--- src/rtl/mips_mc_pkg.sv ---
// Shared definitions for the multi-cycle MIPS datapath.
//   - Next-PC select encodings (PCSrc)
//   - Opcode constants shared with the control FSM
//   - Instruction field bit positions
//   - Default reset PC and a sign-extension helper
package mips_mc_pkg;

    typedef enum logic [1:0] {
        PCSRC_ALU    = 2'b00,   // PC+4 during fetch
        PCSRC_ALUOUT = 2'b01,   // branch target computed in decode
        PCSRC_JUMP   = 2'b10,   // {pc[31:28], instr[25:0], 2'b00}
        PCSRC_RSVD   = 2'b11    // reserved: PC holds
    } pcsrc_t;

    localparam logic [5:0] OP_RTYPE = 6'h00;
    localparam logic [5:0] OP_J     = 6'h02;
    localparam logic [5:0] OP_BEQ   = 6'h04;
    localparam logic [5:0] OP_ADDI  = 6'h08;
    localparam logic [5:0] OP_LW    = 6'h23;
    localparam logic [5:0] OP_SW    = 6'h2B;

    localparam int OPCODE_HI = 31;
    localparam int OPCODE_LO = 26;
    localparam int RS_HI     = 25;
    localparam int RS_LO     = 21;
    localparam int RT_HI     = 20;
    localparam int RT_LO     = 16;
    localparam int RD_HI     = 15;
    localparam int RD_LO     = 11;
    localparam int FUNCT_HI  = 5;
    localparam int FUNCT_LO  = 0;
    localparam int IMM_HI    = 15;
    localparam int IMM_LO    = 0;
    localparam int TARGET_HI = 25;
    localparam int TARGET_LO = 0;

    localparam logic [31:0] DEFAULT_RESET_PC = 32'h0000_0000;

    function automatic logic [31:0] sign_ext16(input logic [15:0] imm);
        return {{16{imm[15]}}, imm};
    endfunction

endpackage

--- src/rtl/mc_fetch_regs_if.sv ---
// Bus between the control FSM / surrounding datapath and mc_fetch_regs.
//   master : FSM controls, ALU result/zero, memory read data, register file reads
//   slave  : the register stage; returns PC/IR/MDR/A/B/ALUOut, memory address,
//            decoded instruction fields, pc_en, instruction count, misalign flag
interface mc_fetch_regs_if #(parameter int WIDTH = 32);

    logic             PCwrite;
    logic             Branch;
    logic             IRwrite;
    logic             IorD;
    logic [1:0]       PCSrc;
    logic             zero;
    logic [WIDTH-1:0] alu_result;
    logic [WIDTH-1:0] mem_rdata;
    logic [WIDTH-1:0] rd1;
    logic [WIDTH-1:0] rd2;

    logic [WIDTH-1:0] mem_addr;
    logic [WIDTH-1:0] pc;
    logic [WIDTH-1:0] instr;
    logic [5:0]       opcode;
    logic [4:0]       rs;
    logic [4:0]       rt;
    logic [4:0]       rd;
    logic [5:0]       funct;
    logic [WIDTH-1:0] imm_sext;
    logic [WIDTH-1:0] jump_target;
    logic [WIDTH-1:0] mdr;
    logic [WIDTH-1:0] a_reg;
    logic [WIDTH-1:0] b_reg;
    logic [WIDTH-1:0] aluout;
    logic             pc_en;
    logic [31:0]      instr_count;
    logic             pc_misalign;

    modport master (
        output PCwrite, Branch, IRwrite, IorD, PCSrc, zero,
               alu_result, mem_rdata, rd1, rd2,
        input  mem_addr, pc, instr, opcode, rs, rt, rd, funct, imm_sext,
               jump_target, mdr, a_reg, b_reg, aluout, pc_en,
               instr_count, pc_misalign
    );

    modport slave (
        input  PCwrite, Branch, IRwrite, IorD, PCSrc, zero,
               alu_result, mem_rdata, rd1, rd2,
        output mem_addr, pc, instr, opcode, rs, rt, rd, funct, imm_sext,
               jump_target, mdr, a_reg, b_reg, aluout, pc_en,
               instr_count, pc_misalign
    );

endinterface

--- src/rtl/mc_fetch_regs_dp_en_reg.sv ---
// dp_en_reg: generic datapath register with synchronous reset value and load
// enable. Tie i_en high for registers that capture every cycle.
//   clk, reset : clock, synchronous active-high reset
//   i_en       : load enable
//   i_d        : data in
//   o_q        : registered data out
module dp_en_reg #(
    parameter int               WIDTH     = 32,
    parameter logic [WIDTH-1:0] RESET_VAL = '0
) (
    input  logic             clk,
    input  logic             reset,
    input  logic             i_en,
    input  logic [WIDTH-1:0] i_d,
    output logic [WIDTH-1:0] o_q
);

    logic [WIDTH-1:0] r_q;

    // NOTE: clocked state uses non-blocking assignments so every register
    // samples pre-edge values, independent of block evaluation order.
    always_ff @(posedge clk) begin
        if (reset) begin
            r_q <= RESET_VAL;
        end else if (i_en) begin
            r_q <= i_d;
        end
    end

    assign o_q = r_q;

endmodule

--- src/rtl/mc_fetch_regs.sv ---
// mc_fetch_regs: register stage of the multi-cycle MIPS datapath.
// Holds PC, IR, MDR, A, B and ALUOut, selects the unified-memory address,
// computes the next PC and decodes the instruction fields in IR.
//   clk, reset : clock, synchronous active-high reset
//   bus        : slave side of mc_fetch_regs_if (controls and data in,
//                architectural registers and decoded fields out)
module mc_fetch_regs
    import mips_mc_pkg::*;
#(
    parameter int          WIDTH    = 32,
    parameter logic [31:0] RESET_PC = DEFAULT_RESET_PC
) (
    input  logic               clk,
    input  logic               reset,
    mc_fetch_regs_if.slave     bus
);

    logic [WIDTH-1:0] w_pc;
    logic [WIDTH-1:0] w_ir;
    logic [WIDTH-1:0] w_pc_next;
    logic [WIDTH-1:0] w_jump_target;
    logic             w_pc_en;
    logic             w_pc_load;
    logic [31:0]      r_instr_count;
    logic             r_pc_misalign;

    // Branch only loads PC when the ALU comparison succeeded.
    assign w_pc_en       = bus.PCwrite | (bus.Branch & bus.zero);
    assign w_jump_target = {w_pc[31:28], w_ir[TARGET_HI:TARGET_LO], 2'b00};

    // NOTE: every always_comb output gets a default first, so no path
    // through the case can leave it unassigned and infer a latch.
    always_comb begin
        w_pc_next = w_pc;
        case (pcsrc_t'(bus.PCSrc))
            PCSRC_ALU:    w_pc_next = bus.alu_result;
            PCSRC_ALUOUT: w_pc_next = bus.aluout;
            PCSRC_JUMP:   w_pc_next = w_jump_target;
            default:      w_pc_next = w_pc;
        endcase
    end

    // The reserved select suppresses the load entirely, so it can neither
    // move PC nor raise the misalign flag.
    assign w_pc_load = w_pc_en && (pcsrc_t'(bus.PCSrc) != PCSRC_RSVD);

    dp_en_reg #(.WIDTH(WIDTH), .RESET_VAL(RESET_PC)) u_pc (
        .clk(clk), .reset(reset), .i_en(w_pc_load), .i_d(w_pc_next), .o_q(w_pc)
    );

    dp_en_reg #(.WIDTH(WIDTH)) u_ir (
        .clk(clk), .reset(reset), .i_en(bus.IRwrite), .i_d(bus.mem_rdata), .o_q(w_ir)
    );

    dp_en_reg #(.WIDTH(WIDTH)) u_mdr (
        .clk(clk), .reset(reset), .i_en(1'b1), .i_d(bus.mem_rdata), .o_q(bus.mdr)
    );

    dp_en_reg #(.WIDTH(WIDTH)) u_a (
        .clk(clk), .reset(reset), .i_en(1'b1), .i_d(bus.rd1), .o_q(bus.a_reg)
    );

    dp_en_reg #(.WIDTH(WIDTH)) u_b (
        .clk(clk), .reset(reset), .i_en(1'b1), .i_d(bus.rd2), .o_q(bus.b_reg)
    );

    dp_en_reg #(.WIDTH(WIDTH)) u_aluout (
        .clk(clk), .reset(reset), .i_en(1'b1), .i_d(bus.alu_result), .o_q(bus.aluout)
    );

    // Misalign is sticky until reset; instr_count wraps naturally at 2^32.
    always_ff @(posedge clk) begin
        if (reset) begin
            r_pc_misalign <= 1'b0;
            r_instr_count <= '0;
        end else begin
            if (w_pc_load && (w_pc_next[1:0] != 2'b00)) begin
                r_pc_misalign <= 1'b1;
            end
            if (bus.IRwrite) begin
                r_instr_count <= r_instr_count + 32'd1;
            end
        end
    end

    assign bus.mem_addr    = bus.IorD ? bus.aluout : w_pc;
    assign bus.pc          = w_pc;
    assign bus.instr       = w_ir;
    assign bus.opcode      = w_ir[OPCODE_HI:OPCODE_LO];
    assign bus.rs          = w_ir[RS_HI:RS_LO];
    assign bus.rt          = w_ir[RT_HI:RT_LO];
    assign bus.rd          = w_ir[RD_HI:RD_LO];
    assign bus.funct       = w_ir[FUNCT_HI:FUNCT_LO];
    assign bus.imm_sext    = sign_ext16(w_ir[IMM_HI:IMM_LO]);
    assign bus.jump_target = w_jump_target;
    assign bus.pc_en       = w_pc_en;
    assign bus.instr_count = r_instr_count;
    assign bus.pc_misalign = r_pc_misalign;

endmodule

--- src/flat_wrapper.sv ---
// flat-port wrapper written by rule: the top's interface ports become plain ports
module mc_fetch_regs_flat import mips_mc_pkg::*;
#(
    parameter int          WIDTH    = 32,
    parameter logic [31:0] RESET_PC = DEFAULT_RESET_PC
)
  (clk, reset, bus_PCwrite, bus_Branch, bus_IRwrite, bus_IorD, bus_PCSrc, bus_zero, bus_alu_result, bus_mem_rdata, bus_rd1, bus_rd2, bus_mem_addr, bus_pc, bus_instr, bus_opcode, bus_rs, bus_rt, bus_rd, bus_funct, bus_imm_sext, bus_jump_target, bus_mdr, bus_a_reg, bus_b_reg, bus_aluout, bus_pc_en, bus_instr_count, bus_pc_misalign);
  mc_fetch_regs_if #(.WIDTH(WIDTH)) bus_i ();
  input  logic clk;
  input  logic reset;
  input wire logic [$bits(bus_i.PCwrite)-1:0] bus_PCwrite;
  input wire logic [$bits(bus_i.Branch)-1:0] bus_Branch;
  input wire logic [$bits(bus_i.IRwrite)-1:0] bus_IRwrite;
  input wire logic [$bits(bus_i.IorD)-1:0] bus_IorD;
  input wire logic [$bits(bus_i.PCSrc)-1:0] bus_PCSrc;
  input wire logic [$bits(bus_i.zero)-1:0] bus_zero;
  input wire logic [$bits(bus_i.alu_result)-1:0] bus_alu_result;
  input wire logic [$bits(bus_i.mem_rdata)-1:0] bus_mem_rdata;
  input wire logic [$bits(bus_i.rd1)-1:0] bus_rd1;
  input wire logic [$bits(bus_i.rd2)-1:0] bus_rd2;
  output wire logic [$bits(bus_i.mem_addr)-1:0] bus_mem_addr;
  output wire logic [$bits(bus_i.pc)-1:0] bus_pc;
  output wire logic [$bits(bus_i.instr)-1:0] bus_instr;
  output wire logic [$bits(bus_i.opcode)-1:0] bus_opcode;
  output wire logic [$bits(bus_i.rs)-1:0] bus_rs;
  output wire logic [$bits(bus_i.rt)-1:0] bus_rt;
  output wire logic [$bits(bus_i.rd)-1:0] bus_rd;
  output wire logic [$bits(bus_i.funct)-1:0] bus_funct;
  output wire logic [$bits(bus_i.imm_sext)-1:0] bus_imm_sext;
  output wire logic [$bits(bus_i.jump_target)-1:0] bus_jump_target;
  output wire logic [$bits(bus_i.mdr)-1:0] bus_mdr;
  output wire logic [$bits(bus_i.a_reg)-1:0] bus_a_reg;
  output wire logic [$bits(bus_i.b_reg)-1:0] bus_b_reg;
  output wire logic [$bits(bus_i.aluout)-1:0] bus_aluout;
  output wire logic [$bits(bus_i.pc_en)-1:0] bus_pc_en;
  output wire logic [$bits(bus_i.instr_count)-1:0] bus_instr_count;
  output wire logic [$bits(bus_i.pc_misalign)-1:0] bus_pc_misalign;
  assign bus_i.PCwrite = bus_PCwrite;
  assign bus_i.Branch = bus_Branch;
  assign bus_i.IRwrite = bus_IRwrite;
  assign bus_i.IorD = bus_IorD;
  assign bus_i.PCSrc = bus_PCSrc;
  assign bus_i.zero = bus_zero;
  assign bus_i.alu_result = bus_alu_result;
  assign bus_i.mem_rdata = bus_mem_rdata;
  assign bus_i.rd1 = bus_rd1;
  assign bus_i.rd2 = bus_rd2;
  assign bus_mem_addr = bus_i.mem_addr;
  assign bus_pc = bus_i.pc;
  assign bus_instr = bus_i.instr;
  assign bus_opcode = bus_i.opcode;
  assign bus_rs = bus_i.rs;
  assign bus_rt = bus_i.rt;
  assign bus_rd = bus_i.rd;
  assign bus_funct = bus_i.funct;
  assign bus_imm_sext = bus_i.imm_sext;
  assign bus_jump_target = bus_i.jump_target;
  assign bus_mdr = bus_i.mdr;
  assign bus_a_reg = bus_i.a_reg;
  assign bus_b_reg = bus_i.b_reg;
  assign bus_aluout = bus_i.aluout;
  assign bus_pc_en = bus_i.pc_en;
  assign bus_instr_count = bus_i.instr_count;
  assign bus_pc_misalign = bus_i.pc_misalign;
  mc_fetch_regs #(.WIDTH(WIDTH), .RESET_PC(RESET_PC)) u_core (.clk(clk), .reset(reset), .bus(bus_i));
endmodule
--- config.mk ---
export PLATFORM = sky130hd
export DESIGN_NAME = mc_fetch_regs_flat
export DESIGN_NICKNAME = d
export VERILOG_FILES = /design/src/rtl/mips_mc_pkg.sv /design/src/rtl/mc_fetch_regs_if.sv /design/src/rtl/mc_fetch_regs_dp_en_reg.sv /design/src/rtl/mc_fetch_regs.sv /design/src/flat_wrapper.sv
export SDC_FILE = /design/constraint.sdc
export NUM_CORES = 1
export LEC_CHECK = 0
export CORE_AREA = 3 3 188 190
export DETAILED_ROUTE_END_ITERATION = 8
export DIE_AREA = 0 0 191 193
export HOLD_SLACK_MARGIN = 0.05
export SYNTH_ARGS = -nofsm -noshare
export SYNTH_HDL_FRONTEND = slang
export SYNTH_SLANG_ARGS = --single-unit
--- constraint.sdc ---
create_clock -name clk -period 6.52 [get_ports clk]
set_clock_uncertainty 0.15 [all_clocks]
set_input_delay 1.304 -clock clk [delete_from_list [all_inputs] [get_ports clk]]
set_output_delay 1.304 -clock clk [all_outputs]
set_load 0.01 [all_outputs]
==> metrics, run 1 <==
initial drt markers between 150 and 200; Final Net Count between 1000 and 1500; crit path from bus_IorD; Setup Viol. Count Final 0; worst slew pin tran between 900 and 1000 ps; first-pass GRT wire length 44500 um; Critical Path Sink Type primary output; vias per cell about 4.3; WL per Instance 18.0 um; placed insts 1679; CTS tree built; clock buffer depth 3; slew margin rel. just under 40%; fill count between 3000 and 4000; Post-synth EDFFs 0; Reg-to-Reg Start u_core.bus.instr_count[3]; I/O Pins between 400 and 500; min cycle time layout 4370 ps; Non-Filler Instances 1724; worst hold path type flop to flop; Post-DP HPWL 22500 um; Worst Path Arrival just under 3000 ps; Area growth syn-to-layout 61.0%; Hold Path Origin u_core.bus.pc_misalign; power per cell area 244 mW/mm^2; Final Hold Violating Endpoints 0; final-report max-slew violation count 0; Initial DRT Pass Iterations 4; setup_tns 0 ps; GRT overflow 0; Hold Path Stages 2; core area around 0.034 sq mm; RSZ-0062 raised after global routing false; share of layout cells above drive strength 1 under 10%; FF/Latch Area between 0.004 and 0.005 sq mm; FFs w/ async S/R, synth 0%; Hold Buf Count CTS 0; Max VDD drop approximately 190 uV; Synth area leaders dfxtp_1 (51%), nor2b_1 (9.3%), buf_4 (7.8%); row cnt 67; Synth top area share 51.2%; FF-to-FF path depth 4; Die W 191 um; critical path class primary input to primary output; Num CTS Buffers 27; later-pin clock latency in the skew report 520 ps; Routed Antenna Nets 0; Clock Sinks 225; Syn Area/Cell 9.91 sq um; post-CTS setup buffers 0; Yosys top cell by area dfxtp_1; multi-input combinational cell area about 0.0034 sq mm; Max Cap Viol 0; vias in the first global route between 7000 and 8000; Yosys warning count 0; number of I/O port buffers just under 500; Seq/Total Area, Yosys 51.2%; worst-path fanout max 32; ant diodes 0; Die ar. about 0.037 sq mm; final worst-path cycle share 67.1%; initial core utilization 26.2%; GRT Overall Usage 15.5%; root buf cell clkbuf_16; outcome finished, final reports clean; most instantiated cells after synthesis dfxtp_1 (225), nor2b_1 (131), nor2_1 (111); CP startpoint kind primary input; routed wire length 31000 um; post-cts sizing count 0; Clock transition at path regs ~60 ps; H-Tree Depth 1; cell with the most instances after synthesis dfxtp_1; Synth Instances 888; Placer Congestion 0.778; synth unique cells 31; height of the chip ~190 um; Mapped Area 0.00880 sq mm; #FFs+latches synth 225; largest net degree at the start of global routing about 120; Leakage Power 5.33 nW; CP required 5070 ps; FMAX ~0.23 GHz; Main synth FF type dfxtp_1; initial antenna violation count 1; # DRC 0; via count 7444
-- kinds of logic (layout without fill, tap and decap cells) --
group	count (synthesis)	in the layout	share of synthesized area, %
AOI/OAI and AO/OA	92	92	6.47
DFF	225	225	51.2
buffers and inverters	153	540	10.5
muxes	102	102	12.1
and+or+nand+nor	302	302	18.4
xor gates and xnor gates	12	12	1.19
other	1	2	0.0426
adders and majority gates	1	1	0.142
-- per-stage QoR --
| step | hold WS [ps] | area [sq um] | total power (W) | worst slack [ps] | utilization [%] |
|---|---|---|---|---|---|
| 2_1_floorplan | 353 | 8800 | 0.00177 | 2850 | - |
| 5_1_grt | 380 | 14200 | 0.00362 | 2040 | 42.1 |
| 6_report | 326 | 14200 | 0.00346 | 2150 | 42.1 |
| 3_3_place_gp | 298 | 13400 | 0.00210 | 2120 | 39.7 |
| 4_1_cts | 335 | 14200 | 0.00352 | 2100 | 42.1 |
| 3_5_place_dp | 321 | 13400 | 0.00211 | 2110 | 39.7 |
-- cell type report --
type | instances | area share [%]
Timing Repair Buffer | 488 | 34.3
Sequential cell | 225 | 31.8
Multi-Input combinational cell | 511 | 24.0
Clock buffer | 40 | 5.54
Tap cell | 448 | 3.96
Clock inverter | 5 | 0.221
Inverter | 7 | 0.185
-- cell usage in the layout, fill, tap and decap left out, types with 5 or more instances in the layout --
cell,n
mux2i_1,67
xnor2_1,8
a21oi_1,45
o31ai_1,12
or4_1,13
nor3_1,5
nor2b_1,130
nand3_1,9
clkdlybuf4s50_1,478
dfxtp_1,225
mux2_2,35
clkbuf_1,7
nand4_1,9
nor2_1,111
clkbuf_8,6
clkbuf_16,27
inv_1,7
a211oi_1,30
nor4_1,5
nand2_1,9
-- critical path, stage by stage --
cell,delay (ps)
buf_2,660
mux2_2,410
clkdlybuf4s50_1,530
-- sequential cells by signal, summed over array words and instances, names as in the netlist --
| register | cells |
|---|---|
| u_core.bus.instr_count | 32 |
| u_core.bus.pc_misalign | 1 |
| u_core.u_a.o_q | 32 |
| u_core.u_aluout.o_q | 32 |
| u_core.u_b.o_q | 32 |
| u_core.u_ir.o_q | 32 |
| u_core.u_mdr.o_q | 32 |
| u_core.u_pc.o_q | 32 |
-- per-layer routing --
layer | routed length [um] | vias to the layer above | share of wire [%] | GRT usage [%]
met2 | 15100 | 291 | 49 | 27.0
met3 | 2570 | 42 | 8.3 | 4.83
met1 | 12600 | 3472 | 41 | 18.6
met4 | 752 | 2 | 2.4 | 3.81
li1 | - | 3637 | - | -
met5 | 13 | - | 0.042 | 0
-- path summary, 6_finish.rpt --
kind / to / slack [ps]
max: bus_mem_addr[26] / 2150
min: u_core.bus.pc_misalign / 330
max reg2reg: u_core.bus.instr_count[25] / 4000
min reg2reg: u_core.bus.pc_misalign / 330
-- where the power goes --
| part | total, W | leakage, nW | internal, W | switching (W) |
|---|---|---|---|---|
| clock | 0.00139 | 0.400 | 0.000822 | 0.000569 |
| sequential | 0.00151 | 1.86 | 0.00145 | 0.0000580 |
| combinational | 0.000564 | 3.07 | 0.000338 | 0.000226 |
| total | 0.00346 | 5.33 | 0.00261 | 0.000854 |
Power figures use the tool's default switching activity.
==> run 2, diff against run 1 <==
==> constraint.sdc (replaced) <==
create_clock -name clk -period 4 [get_ports clk]
set_clock_uncertainty 0.15 [all_clocks]
set_input_delay 0.8 -clock clk [delete_from_list [all_inputs] [get_ports clk]]
set_output_delay 0.8 -clock clk [all_outputs]
set_load 0.01 [all_outputs]
==> run 2 against run 1 <==
Against the previous run:
- register-to-register slack lost 2500 ps
- setup slack worse by 1300 ps
- critical path depth grew 1
- combinational power increased by 65%
- sequential power is 62% higher
- via count decreased by 0.27%
- sequential share of layout area fell by 0.26 points
- die area is the same
- critical endpoint is now bus_mem_addr[13]
==> metrics, run 2 (synthesis gave the netlist of run 1 again) <==
Critical Path Sink Type primary output; GRT Overall Usage roughly 16%; I/O Pins 486; min cycle time layout ~3200 ps; final-report max-slew violation count 0; dpl ws 779 ps; worst hold path type flop to flop; crit-path leading delay family buffers and inverters; Placer Congestion 0.759; Final Net Count between 1000 and 1500; Setup Viol. Count Final 0; post-placement cell area 0.0134 sq mm; Max VDD drop roughly 290 uV; later-pin clock latency in the skew report about 520 ps; Die W 191 um; Num CTS Buffers 27; Post-DP HPWL 23000 um; final setup margin ~800 ps; vias per cell 4.29; root buf cell clkbuf_16; ant diodes 0; most frequent cells in the layout clkdlybuf4s50_1 (478), dfxtp_1 (225), nor2b_1 (130); via count 7424; row cnt 67; Clock transition at path regs 60 ps; routed wire length a little over 30000 um; RSZ-0062 raised after global routing false; CP startpoint kind primary input; first-pass GRT wire length ~45000 um; Die ar. 0.0369 sq mm; initial drt markers 189; Worst Path Arrival 2250 ps; Tot Pwr a little under 0.006 W; Initial DRT Pass Iterations 4; Leakage Power 5.38 nW; FMAX 0.313 GHz; fill count 3271; worst stage delay on the critical path 480 ps; Routed Antenna Nets 0; # DRC 0; power per cell area 406 mW/mm^2; clock buffer depth 3; WL per Instance approximately 18 um; Area growth syn-to-layout 62.3%; initial core utilization about a quarter; CTS tree built; post-CTS setup buffers 0; setup_tns 0 ps; commonest non-fill, non-tap cell in the layout clkdlybuf4s50_1; GRT overflow 0; post-route cell area 0.0143 sq mm; sequence of cells on the critical path buf_2, buf_12, mux2_2, clkdlybuf4s50_1; vias in the first global route 7240; critical path class primary input to primary output; slew margin rel. a little over two fifths; final worst-path cycle share 80.0%; Clock Sinks around 230; Max Cap Viol 0; share of layout cells above drive strength 1 7.18%; Final Hold Violating Endpoints 0; largest net degree at the start of global routing 108; Hold WS 327 ps; worst-path fanout max 20; initial antenna violation count 2; H-Tree Depth 1; height of the chip 193 um; Hold Buf Count CTS 0; slowest cell on the critical path clkdlybuf4s50_1; outcome finished, final reports clean; CP required 3050 ps; worst slew pin tran about 860 ps; number of I/O port buffers 483; core area 0.0336 sq mm; post-cts sizing count 0; worst path bufs/invs 3
[run 2: changes by cell type in the layout (fill, tap and decap cells not counted), moves of 2 or more]
cell	delta
bufinv_16	+2
clkbuf_1	+2
buf_12	+2
clkinv_2	-2
buf_4	+2
[run 2: stage by stage]
stage / utilization (%) / instances
CTS: 42.5 / 1730
detailed placement: 39.9 / 1683
global placement: 39.9 / 1683
global route: 42.5 / 1730
finish: 42.5 / 1730
floorplan: - / 889
[run 2: where the power goes]
part	internal (W)	total [W]	switching (W)	leakage [nW]
logic	0.000556	0.000929	0.000372	3.09
clock network	0.00149	0.00241	0.000922	0.426
registers	0.00236	0.00245	0.0000947	1.86
total	0.00441	0.00580	0.00139	5.38
[run 2: final timing paths]
check / startpoint / to / slack (ps) / depth (start not counted)
worst max-delay path: bus_IorD / bus_mem_addr[13] / 800 / 4
worst min-delay path: u_core.bus.pc_misalign / u_core.bus.pc_misalign / 330 / 2
worst max register to register: u_core.bus.instr_count[3] / u_core.bus.instr_count[25] / 1480 / 4
worst min register to register: u_core.bus.pc_misalign / u_core.bus.pc_misalign / 330 / 2
[run 2: worst reg2reg max path, cell delays in order, from the launching register on]
cell	delay, ps
dfxtp_1	440
nand4_1	450
or4_4	710
or4_1	540
a21oi_1	160
[run 2: metal layers]
metal  up-vias  GRT usage (%)  part of all wire (%)
met1      3450           18.5                    40
met2       283           27.2                    49
li1       3643              -                     -
met3        44           5.23                   8.7
met4         4           3.44                   2.2
met5         -              0                 0.074
[run 2: layout make-up]
type	count	area [sq um]	area share, %
Timing Repair Buffer	492	4920	34.5
Sequential cell	225	4500	31.5
Multi-Input combinational cell	511	3390	23.8
Clock buffer	43	806	5.64
Tap cell	448	561	3.92
Clock inverter	4	72.6	0.508
Inverter	7	26.3	0.184
==> run 3, diff against run 2 <==
==> constraint.sdc (replaced) <==
create_clock -name clk -period 2.8 [get_ports clk]
set_clock_uncertainty 0.15 [all_clocks]
set_input_delay 0.56 -clock clk [delete_from_list [all_inputs] [get_ports clk]]
set_output_delay 0.56 -clock clk [all_outputs]
set_load 0.01 [all_outputs]
==> run 3 against run 2 <==
Against the previous run:
- clock-buffer cell count is 5 lower
- first-iteration DRC count is 15% lower
- final cell count is 0.52% higher
- critical endpoint is now bus_imm_sext[18]
- largest power group unchanged
==> metrics, run 3 (synthesis gave the netlist of run 1 again) <==
Clock transition at path regs 60 ps; share of layout cells above drive strength 1 7.98%; Max VDD drop roughly 340 uV; part of the power in registers 43.1%; later-pin clock latency in the skew report roughly 530 ps; P_sw 0.00197 W; final worst-path cycle share 93.3%; vias in the first global route ~7400; root buf cell clkbuf_16; critical path class flop to primary output; I/O Pins 486; post-CTS setup buffers 0; Routed Antenna Nets 0; power per cell area 567 mW/mm^2; combinational group share of total power 16.4%; commonest non-fill, non-tap cell in the layout clkdlybuf4s50_1; H-Tree Depth 1; Area growth syn-to-layout 62.9%; vias per cell 4.27; core area between 0.03 and 0.04 sq mm; Max Cap Viol 0; CP startpoint kind flop; # DRC 0; Critical Path Sink Type primary output; FF-to-FF path depth 4; Worst Path Arrival 1900 ps; height of the chip around 190 um; min cycle time layout approximately 2600 ps; clock buffer depth 3; Setup Viol. Count Final 0; Leakage Power 5.42 nW; Num CTS Buffers 25; M1 WL 12300 um; RSZ-0062 raised after global routing false; sequence of cells on the critical path clkdlybuf4s50_1; worst path bufs/invs 1; slew margin rel. 57.7%; worst hold path type primary input to flop; number of I/O port buffers 483; initial drt markers 161; first-pass GRT wire length 44600 um; Die W about 190 um; Placer Congestion roughly 0.77; worst slew pin tran 634 ps; setup_tns 0 ps; final-report max-slew violation count 0; slowest cell on the critical path dfxtp_1; CTS tree built; Final Net Count 1411; Hold Buf Count CTS 0; ant diodes 0; Pint 0.00616 W; WP depth 1; routed wl met2 15500 um; worst stage delay on the critical path approximately 720 ps; Sw Share 24.2%; initial core utilization 26.2%; Post-DP HPWL around 23000 um; met3 WL 2700 um; clock share of power 40.4%; Hold Path Stages 3; crit-path leading delay family flip-flops; Die ar. 0.0369 sq mm; fill count 3239; largest net degree at the start of global routing 60; most frequent cells in the layout clkdlybuf4s50_1 (478), dfxtp_1 (225), nor2b_1 (130); Initial DRT Pass Iterations 4; row cnt between 60 and 70; final core utilization a little over two fifths; GRT Overall Usage 15.5%; worst-path fanout max 22; via count 7429; routed wire length 30900 um; initial antenna violation count 2; highest metal used met5; outcome finished, final reports clean; GRT overflow 0; post-cts sizing count 0; post-placement cell area 0.0135 sq mm; Clock Sinks 225; Final Hold Violating Endpoints 0; CP required 2090 ps; FMAX 0.383 GHz; WL per Instance ~18 um; post-route cell area 0.0143 sq mm
==> run 3: cell types whose count changed in the layout (fill, tap and decap cells not counted), sizes merged <==
cell,delta
inv,+1
buf,+11
clkinv,+3
clkinvlp,-1
clkbuf,-5
==> run 3: power groups by stage <==
stage | sequential, W | clock (W) | combinational [W]
after floorplan | 0.00361 | 0 | 0.000509
after global placement | 0.00358 | 0 | 0.00134
after detailed placement | 0.00358 | 0 | 0.00135
after CTS | 0.00351 | 0.00341 | 0.00136
after global routing | 0.00353 | 0.00350 | 0.00143
final | 0.00351 | 0.00329 | 0.00134
==> run 3: metal layers <==
metal / track usage (%) / vias up
met2: 28.3 / 292
met1: 17.9 / 3433
met3: 4.85 / 38
li1: - / 3662
met5: 0 / -
met4: 2.99 / 4
==> run 3: worst paths after layout <==
check | slack (ps) | startpoint | to
max reg2reg | 570 | u_core.bus.instr_count[8] | u_core.bus.instr_count[25]
min | 260 | bus_IRwrite | u_core.bus.instr_count[0]
max | 190 | u_core.u_ir.o_q[15] | bus_imm_sext[18]
min reg2reg | 320 | u_core.bus.pc_misalign | u_core.bus.pc_misalign
==> run 3: layout make-up <==
type | instances | area [sq um] | share of cell area, %
clock buffers | 38 | 734 | 5.12
clock inverters | 7 | 88.8 | 0.620
inverters | 7 | 26.3 | 0.183
multi-input cells | 511 | 3390 | 23.7
flip-flops and latches | 225 | 4500 | 31.4
well taps | 448 | 561 | 3.91
repair buffers | 503 | 5030 | 35.1
==> run 3: stage by stage <==
step                      power [W]  setup slack (ps)  hold slack [ps]  std cells
after detailed placement    0.00493               286              315       1694
after global routing        0.00846              49.1              275       1739
after floorplan             0.00412               616              353        889
after global placement      0.00492               261              299       1694
after CTS                   0.00828               120              231       1739
final                       0.00813               187              262       1739
